[src/rtl/dmem_arbiter_if.sv]
// Bundle of requester, status and memory-side signals for dmem_arbiter.
// The arbiter connects through the slave modport; requesters and memory use master.
interface dmem_arbiter_if #(
    parameter int DATA_WIDTH = 8,
    parameter int ADDR_BITS  = 8
);
    logic                  req0, req1;
    logic                  wen0, wen1;
    logic [ADDR_BITS-1:0]  addr0, addr1;
    logic [DATA_WIDTH-1:0] wdata0, wdata1;
    logic                  gnt0, gnt1;
    logic                  rvalid0, rvalid1;
    logic [DATA_WIDTH-1:0] rdata0, rdata1;
    logic                  busy;
    logic [7:0]            contention_cnt;
    logic [ADDR_BITS-1:0]  mem_addr;
    logic [DATA_WIDTH-1:0] mem_wdata;
    logic                  mem_wen;
    logic [DATA_WIDTH-1:0] mem_rdata;

    modport slave (
        input  req0, req1, wen0, wen1, addr0, addr1, wdata0, wdata1, mem_rdata,
        output gnt0, gnt1, rvalid0, rvalid1, rdata0, rdata1, busy, contention_cnt,
               mem_addr, mem_wdata, mem_wen
    );

    modport master (
        output req0, req1, wen0, wen1, addr0, addr1, wdata0, wdata1, mem_rdata,
        input  gnt0, gnt1, rvalid0, rvalid1, rdata0, rdata1, busy, contention_cnt,
               mem_addr, mem_wdata, mem_wen
    );
endinterface

[src/rtl/dmem_arbiter.sv]
// Round-robin arbiter sharing a single-port, registered-output data memory
// between two requesters; one transaction in flight, all outputs registered.
module dmem_arbiter #(
    parameter int DATA_WIDTH = 8,
    parameter int ADDR_BITS  = 8
) (
    input  logic            clk,
    input  logic            rst,
    dmem_arbiter_if.slave   bus
);
    typedef enum logic [1:0] {IDLE, ISSUE, READ} state_t;

    state_t state;
    logic   last_grant;   // port granted most recently; the other wins a tie
    logic   sel;          // port owning the transaction in flight
    logic   pick1;
    logic   both_req;

    // NOTE: combinational block assigns every output unconditionally, so no latch can form.
    always_comb begin
        both_req = bus.req0 && bus.req1;
        pick1    = bus.req1 && (!bus.req0 || !last_grant);
    end

    // NOTE: all state uses non-blocking assignments so every register updates from pre-edge values.
    always_ff @(posedge clk) begin
        if (rst) begin
            state              <= IDLE;
            last_grant         <= 1'b1;
            sel                <= 1'b0;
            bus.gnt0           <= 1'b0;
            bus.gnt1           <= 1'b0;
            bus.rvalid0        <= 1'b0;
            bus.rvalid1        <= 1'b0;
            bus.rdata0         <= '0;
            bus.rdata1         <= '0;
            bus.busy           <= 1'b0;
            bus.contention_cnt <= '0;
            bus.mem_addr       <= '0;
            bus.mem_wdata      <= '0;
            bus.mem_wen        <= 1'b0;
        end else begin
            bus.gnt0    <= 1'b0;
            bus.gnt1    <= 1'b0;
            bus.rvalid0 <= 1'b0;
            bus.rvalid1 <= 1'b0;
            case (state)
                IDLE: begin
                    if (bus.req0 || bus.req1) begin
                        if (both_req && bus.contention_cnt != 8'hFF)
                            bus.contention_cnt <= bus.contention_cnt + 8'd1;
                        sel           <= pick1;
                        last_grant    <= pick1;
                        bus.mem_addr  <= pick1 ? bus.addr1  : bus.addr0;
                        bus.mem_wdata <= pick1 ? bus.wdata1 : bus.wdata0;
                        bus.mem_wen   <= pick1 ? bus.wen1   : bus.wen0;
                        bus.gnt0      <= !pick1;
                        bus.gnt1      <= pick1;
                        bus.busy      <= 1'b1;
                        state         <= ISSUE;
                    end
                end
                ISSUE: begin
                    bus.mem_wen <= 1'b0;
                    if (bus.mem_wen) begin
                        bus.busy <= 1'b0;
                        state    <= IDLE;
                    end else begin
                        state <= READ;
                    end
                end
                READ: begin
                    if (sel) begin
                        bus.rdata1  <= bus.mem_rdata;
                        bus.rvalid1 <= 1'b1;
                    end else begin
                        bus.rdata0  <= bus.mem_rdata;
                        bus.rvalid0 <= 1'b1;
                    end
                    bus.busy <= 1'b0;
                    state    <= IDLE;
                end
                default: begin
                    bus.busy <= 1'b0;
                    state    <= IDLE;
                end
            endcase
        end
    end
endmodule

[src/flat_wrapper.sv]
// flat-port wrapper written by rule: the top's interface ports become plain ports
module dmem_arbiter_flat 
#(
    parameter int DATA_WIDTH = 8,
    parameter int ADDR_BITS  = 8
)
  (clk, rst, bus_req0, bus_req1, bus_wen0, bus_wen1, bus_addr0, bus_addr1, bus_wdata0, bus_wdata1, bus_mem_rdata, bus_gnt0, bus_gnt1, bus_rvalid0, bus_rvalid1, bus_rdata0, bus_rdata1, bus_busy, bus_contention_cnt, bus_mem_addr, bus_mem_wdata, bus_mem_wen);
  dmem_arbiter_if #(.DATA_WIDTH(DATA_WIDTH), .ADDR_BITS(ADDR_BITS)) bus_i ();
  input  logic clk;
  input  logic rst;
  input wire logic [$bits(bus_i.req0)-1:0] bus_req0;
  input wire logic [$bits(bus_i.req1)-1:0] bus_req1;
  input wire logic [$bits(bus_i.wen0)-1:0] bus_wen0;
  input wire logic [$bits(bus_i.wen1)-1:0] bus_wen1;
  input wire logic [$bits(bus_i.addr0)-1:0] bus_addr0;
  input wire logic [$bits(bus_i.addr1)-1:0] bus_addr1;
  input wire logic [$bits(bus_i.wdata0)-1:0] bus_wdata0;
  input wire logic [$bits(bus_i.wdata1)-1:0] bus_wdata1;
  input wire logic [$bits(bus_i.mem_rdata)-1:0] bus_mem_rdata;
  output wire logic [$bits(bus_i.gnt0)-1:0] bus_gnt0;
  output wire logic [$bits(bus_i.gnt1)-1:0] bus_gnt1;
  output wire logic [$bits(bus_i.rvalid0)-1:0] bus_rvalid0;
  output wire logic [$bits(bus_i.rvalid1)-1:0] bus_rvalid1;
  output wire logic [$bits(bus_i.rdata0)-1:0] bus_rdata0;
  output wire logic [$bits(bus_i.rdata1)-1:0] bus_rdata1;
  output wire logic [$bits(bus_i.busy)-1:0] bus_busy;
  output wire logic [$bits(bus_i.contention_cnt)-1:0] bus_contention_cnt;
  output wire logic [$bits(bus_i.mem_addr)-1:0] bus_mem_addr;
  output wire logic [$bits(bus_i.mem_wdata)-1:0] bus_mem_wdata;
  output wire logic [$bits(bus_i.mem_wen)-1:0] bus_mem_wen;
  assign bus_i.req0 = bus_req0;
  assign bus_i.req1 = bus_req1;
  assign bus_i.wen0 = bus_wen0;
  assign bus_i.wen1 = bus_wen1;
  assign bus_i.addr0 = bus_addr0;
  assign bus_i.addr1 = bus_addr1;
  assign bus_i.wdata0 = bus_wdata0;
  assign bus_i.wdata1 = bus_wdata1;
  assign bus_i.mem_rdata = bus_mem_rdata;
  assign bus_gnt0 = bus_i.gnt0;
  assign bus_gnt1 = bus_i.gnt1;
  assign bus_rvalid0 = bus_i.rvalid0;
  assign bus_rvalid1 = bus_i.rvalid1;
  assign bus_rdata0 = bus_i.rdata0;
  assign bus_rdata1 = bus_i.rdata1;
  assign bus_busy = bus_i.busy;
  assign bus_contention_cnt = bus_i.contention_cnt;
  assign bus_mem_addr = bus_i.mem_addr;
  assign bus_mem_wdata = bus_i.mem_wdata;
  assign bus_mem_wen = bus_i.mem_wen;
  dmem_arbiter #(.DATA_WIDTH(DATA_WIDTH), .ADDR_BITS(ADDR_BITS)) u_core (.clk(clk), .rst(rst), .bus(bus_i));
endmodule
[config.mk]
export PLATFORM = sky130hd
export DESIGN_NAME = dmem_arbiter_flat
export DESIGN_NICKNAME = d
export VERILOG_FILES = /design/src/rtl/dmem_arbiter_if.sv /design/src/rtl/dmem_arbiter.sv /design/src/flat_wrapper.sv
export SDC_FILE = /design/constraint.sdc
export NUM_CORES = 1
export LEC_CHECK = 0
export ABC_CLOCK_PERIOD_IN_PS = 2670
export CAP_MARGIN = 15
export CORE_MARGIN = 1.5
export CORE_UTILIZATION = 44
export CTS_CLUSTER_DIAMETER = 60
export DETAILED_ROUTE_END_ITERATION = 8
export PLACE_DENSITY = 0.93
export SYNTH_ARGS = -nofsm -noshare
export SYNTH_HDL_FRONTEND = slang
export SYNTH_SLANG_ARGS = --single-unit
[constraint.sdc]
create_clock -name clk -period 2.67 [get_ports clk]
set_clock_uncertainty 0.05 [all_clocks]
set_input_delay 0.267 -clock clk [delete_from_list [all_inputs] [get_ports clk]]
set_output_delay 0.267 -clock clk [all_outputs]
set_load 0.03 [all_outputs]
==> results.yml <==
outcome:
  status: "complete, no violations"
pwr:
  p_per_area_mw_per_mm2: 572
  cellLeakagePower_nw: 1.19
  max-vdd-ir-drop_v: 0.000377
  p_total_mw: 1.75
global_route:
  antenna_found_initial: 0
  grtUsageMet2_pct: 36.4
  grt_pass1_vias: 1777
  top_usage_layer: "met2"
  grt_use_met1_pct: 22.3
  grt_util_all_layers_pct: 20.1
  met3_usage_pct: 6.49
  grt_pass1_wl_um: 8000
  overflow: 0
  grt_max_degree: 51
sta:
  setup_viol: 0
  fin_setup_tns_ns: 0
  worstMarginPinSlew_ns: 0.855
  finalWorstPathRequiredPeriod_ns: 1.78
  slew_headroom_pct: 43.0
  fmax_mhz: 563
  slew_violations: 0
  grt_setup_unrepaired: "false"
  fin_crit_sh_pct: 66.6
  finalHoldViolCount: 0
clock_tree:
  path_clk_slew_ns: 0.08
  cts_sinks: 50
  htreeDepth: 2
  post_cts_buffers: 0
  cts_hold_buf: 0
  cts_tree: "done"
  clock-root-buffer: "clkbuf_8"
  insertion_delay_ns: 0.30
  numCtsBuffers: 5
  cts.repair.resized: 0
  cts_max_path_buffers: 2
place:
  io_buffers: 91
  hpwl_um: 3520
  place.gp.congestion: 0.767
  placed_cells: 334
synth:
  ys.flop_type: "dfxtp_1"
  yosysWarnings: 0
  synth_area_leader_cell: "dfxtp_1"
  ys_seq_area_share_pct: 50.2
  synth_most_common_cell: "dfxtp_1"
  synth-edff-count: 0
  synth_seq_cells: 50
  syn_nets: 247
  synth_top_cells_by_area: "dfxtp_1, mux2i_1, nor2_1"
  async_flop_share_pct: 0
  ys_types: 32
  syn_inst: 200
  netlist_area_mm2: 0.00199
  synth_top_cell_area_share_pct: 50.2
  synth_common_cells: "dfxtp_1, nor2_1, mux2i_1, a211oi_1, buf_2"
  avgSynthCellArea_um2: 9.97
routing:
  routed_via_density: 5.14
  first_pass_iters: 4
  ant_nets: 0
  wl_um: 4710
  wire_per_inst_um: 13.8
  drt_iter0_drc: 131
  vias: 1753
  route.detailed.drc: 0
cells_and_area:
  fin_cells: 341
  drive_gt1_share_pct: 5.54
  area_delta_synth_final_pct: 53.3
  layout.nets: 336
  antenna_cells: 0
floorplan:
  die_h_um: 70.3
  rows: 24
  dieWidth_um: 70.3
  core_mm2: 0.00435
  die_area_mm2: 0.00494
  start_util_pct: 45.8
  ioPinCount: 92
flow_run:
  maxCapViolCount: 0
critical_path:
  start_kind: "input pin"
  end_kind: "flip-flop"
  path_cells: "clkdlybuf4s50_1, a21boi_2, buf_4, mux2i_1, a211oi_1"
  worstSetupPathType: "in2reg"
  crit_slowest_cell: "clkdlybuf4s50_1"
  critPathMaxFanout: 9
  critical_path.max_stage_delay_ns: 0.53
  arrival_ns: 1.87
  required_ns: 2.76
hold_path:
  hp-class: "reg2reg"
## stage by stage
stage	hold WS (ns)	setup slack, ns	instance area [um^2]	util, %
6_report	0.439	0.893	3060	70.2
5_1_grt	0.471	0.735	3060	70.2
4_1_cts	0.445	0.874	3060	70.2
3_5_place_dp	0.434	0.587	2940	67.6
3_3_place_gp	0.422	0.650	2940	67.6
2_1_floorplan	0.308	0.952	1990	-
## critical path, delay by kind of cell
kind | cells | cell delay, ns
buffers and inverters | 2 | 0.81
muxes | 1 | 0.23
AOI/OAI and AO/OA | 2 | 0.55
## where the power goes
part	total [mW]	leakage, nW	internal, mW	switching, mW
registers	0.823	0.409	0.794	0.0292
logic	0.391	0.728	0.189	0.201
clock network	0.534	0.0573	0.300	0.234
total	1.75	1.19	1.28	0.465
## path summary, 6_finish.rpt
kind / slack [ns] / startpoint / cells past startpoint / to
worst max-delay path: 0.89 / bus_req1 / 5 / u_core.bus.mem_addr[1]
worst min-delay path: 0.44 / u_core.sel / 2 / u_core.sel
worst max register to register: 0.94 / u_core.state[1] / 5 / u_core.bus.mem_addr[0]
worst min register to register: 0.44 / u_core.sel / 2 / u_core.sel
## final cells by class
class | count | area [um^2]
tap | 52 | 65.1
sequential | 50 | 1000
inverter | 2 | 7.51
clock inverter | 1 | 30.0
multi-input combinational | 135 | 933
timing repair buffer | 95 | 936
clock buffer | 6 | 82.6
fill | 339 | 1300
## kinds of logic after synthesis
family | after synthesis | share of synthesized area (%)
buffers and inverters | 15 | 3.39
xor gates and xnor gates | 3 | 1.32
DFF | 50 | 50.2
and+or+nand+nor | 66 | 15.4
AOI/OAI and AO/OA | 30 | 11.4
adders and majority gates | 1 | 0.628
muxes | 35 | 17.6
## routing by layer
metal	up-vias	routed length, um	part of all wire, %
met2	47	2460	52
li1	890	-	-
met4	0	78	1.7
met5	-	0	0
met3	11	278	5.9
met1	805	1900	40
## registers in the layout (all words and copies together) (netlist names), 2 cells and up
name / count
u_core.state: 2
u_core.bus.rdata0: 8
u_core.bus.contention_cnt: 8
u_core.bus.rdata1: 8
u_core.bus.mem_addr: 8
u_core.bus.mem_wdata: 8
## cell usage in the layout, fill, tap and decap left out, types with 2 or more instances in the layout
cell type / netlist / routed
clkdlybuf4s50_1: 0 / 90
dfxtp_1: 50 / 50
nor2_1: 43 / 43
mux2i_1: 34 / 34
a211oi_1: 17 / 17
clkbuf_8: 0 / 6
buf_4: 1 / 4
nand4_1: 3 / 3
nor2b_1: 3 / 3
nor3_1: 3 / 3
xor2_1: 3 / 3
nand2_1: 3 / 3
nand3_1: 2 / 2
a21oi_1: 2 / 2
a2111oi_0: 2 / 2
nand3b_1: 2 / 2
inv_1: 2 / 2
and3_1: 2 / 2
a31oi_1: 2 / 2
o211ai_1: 2 / 2
Power figures use the tool's default switching activity.
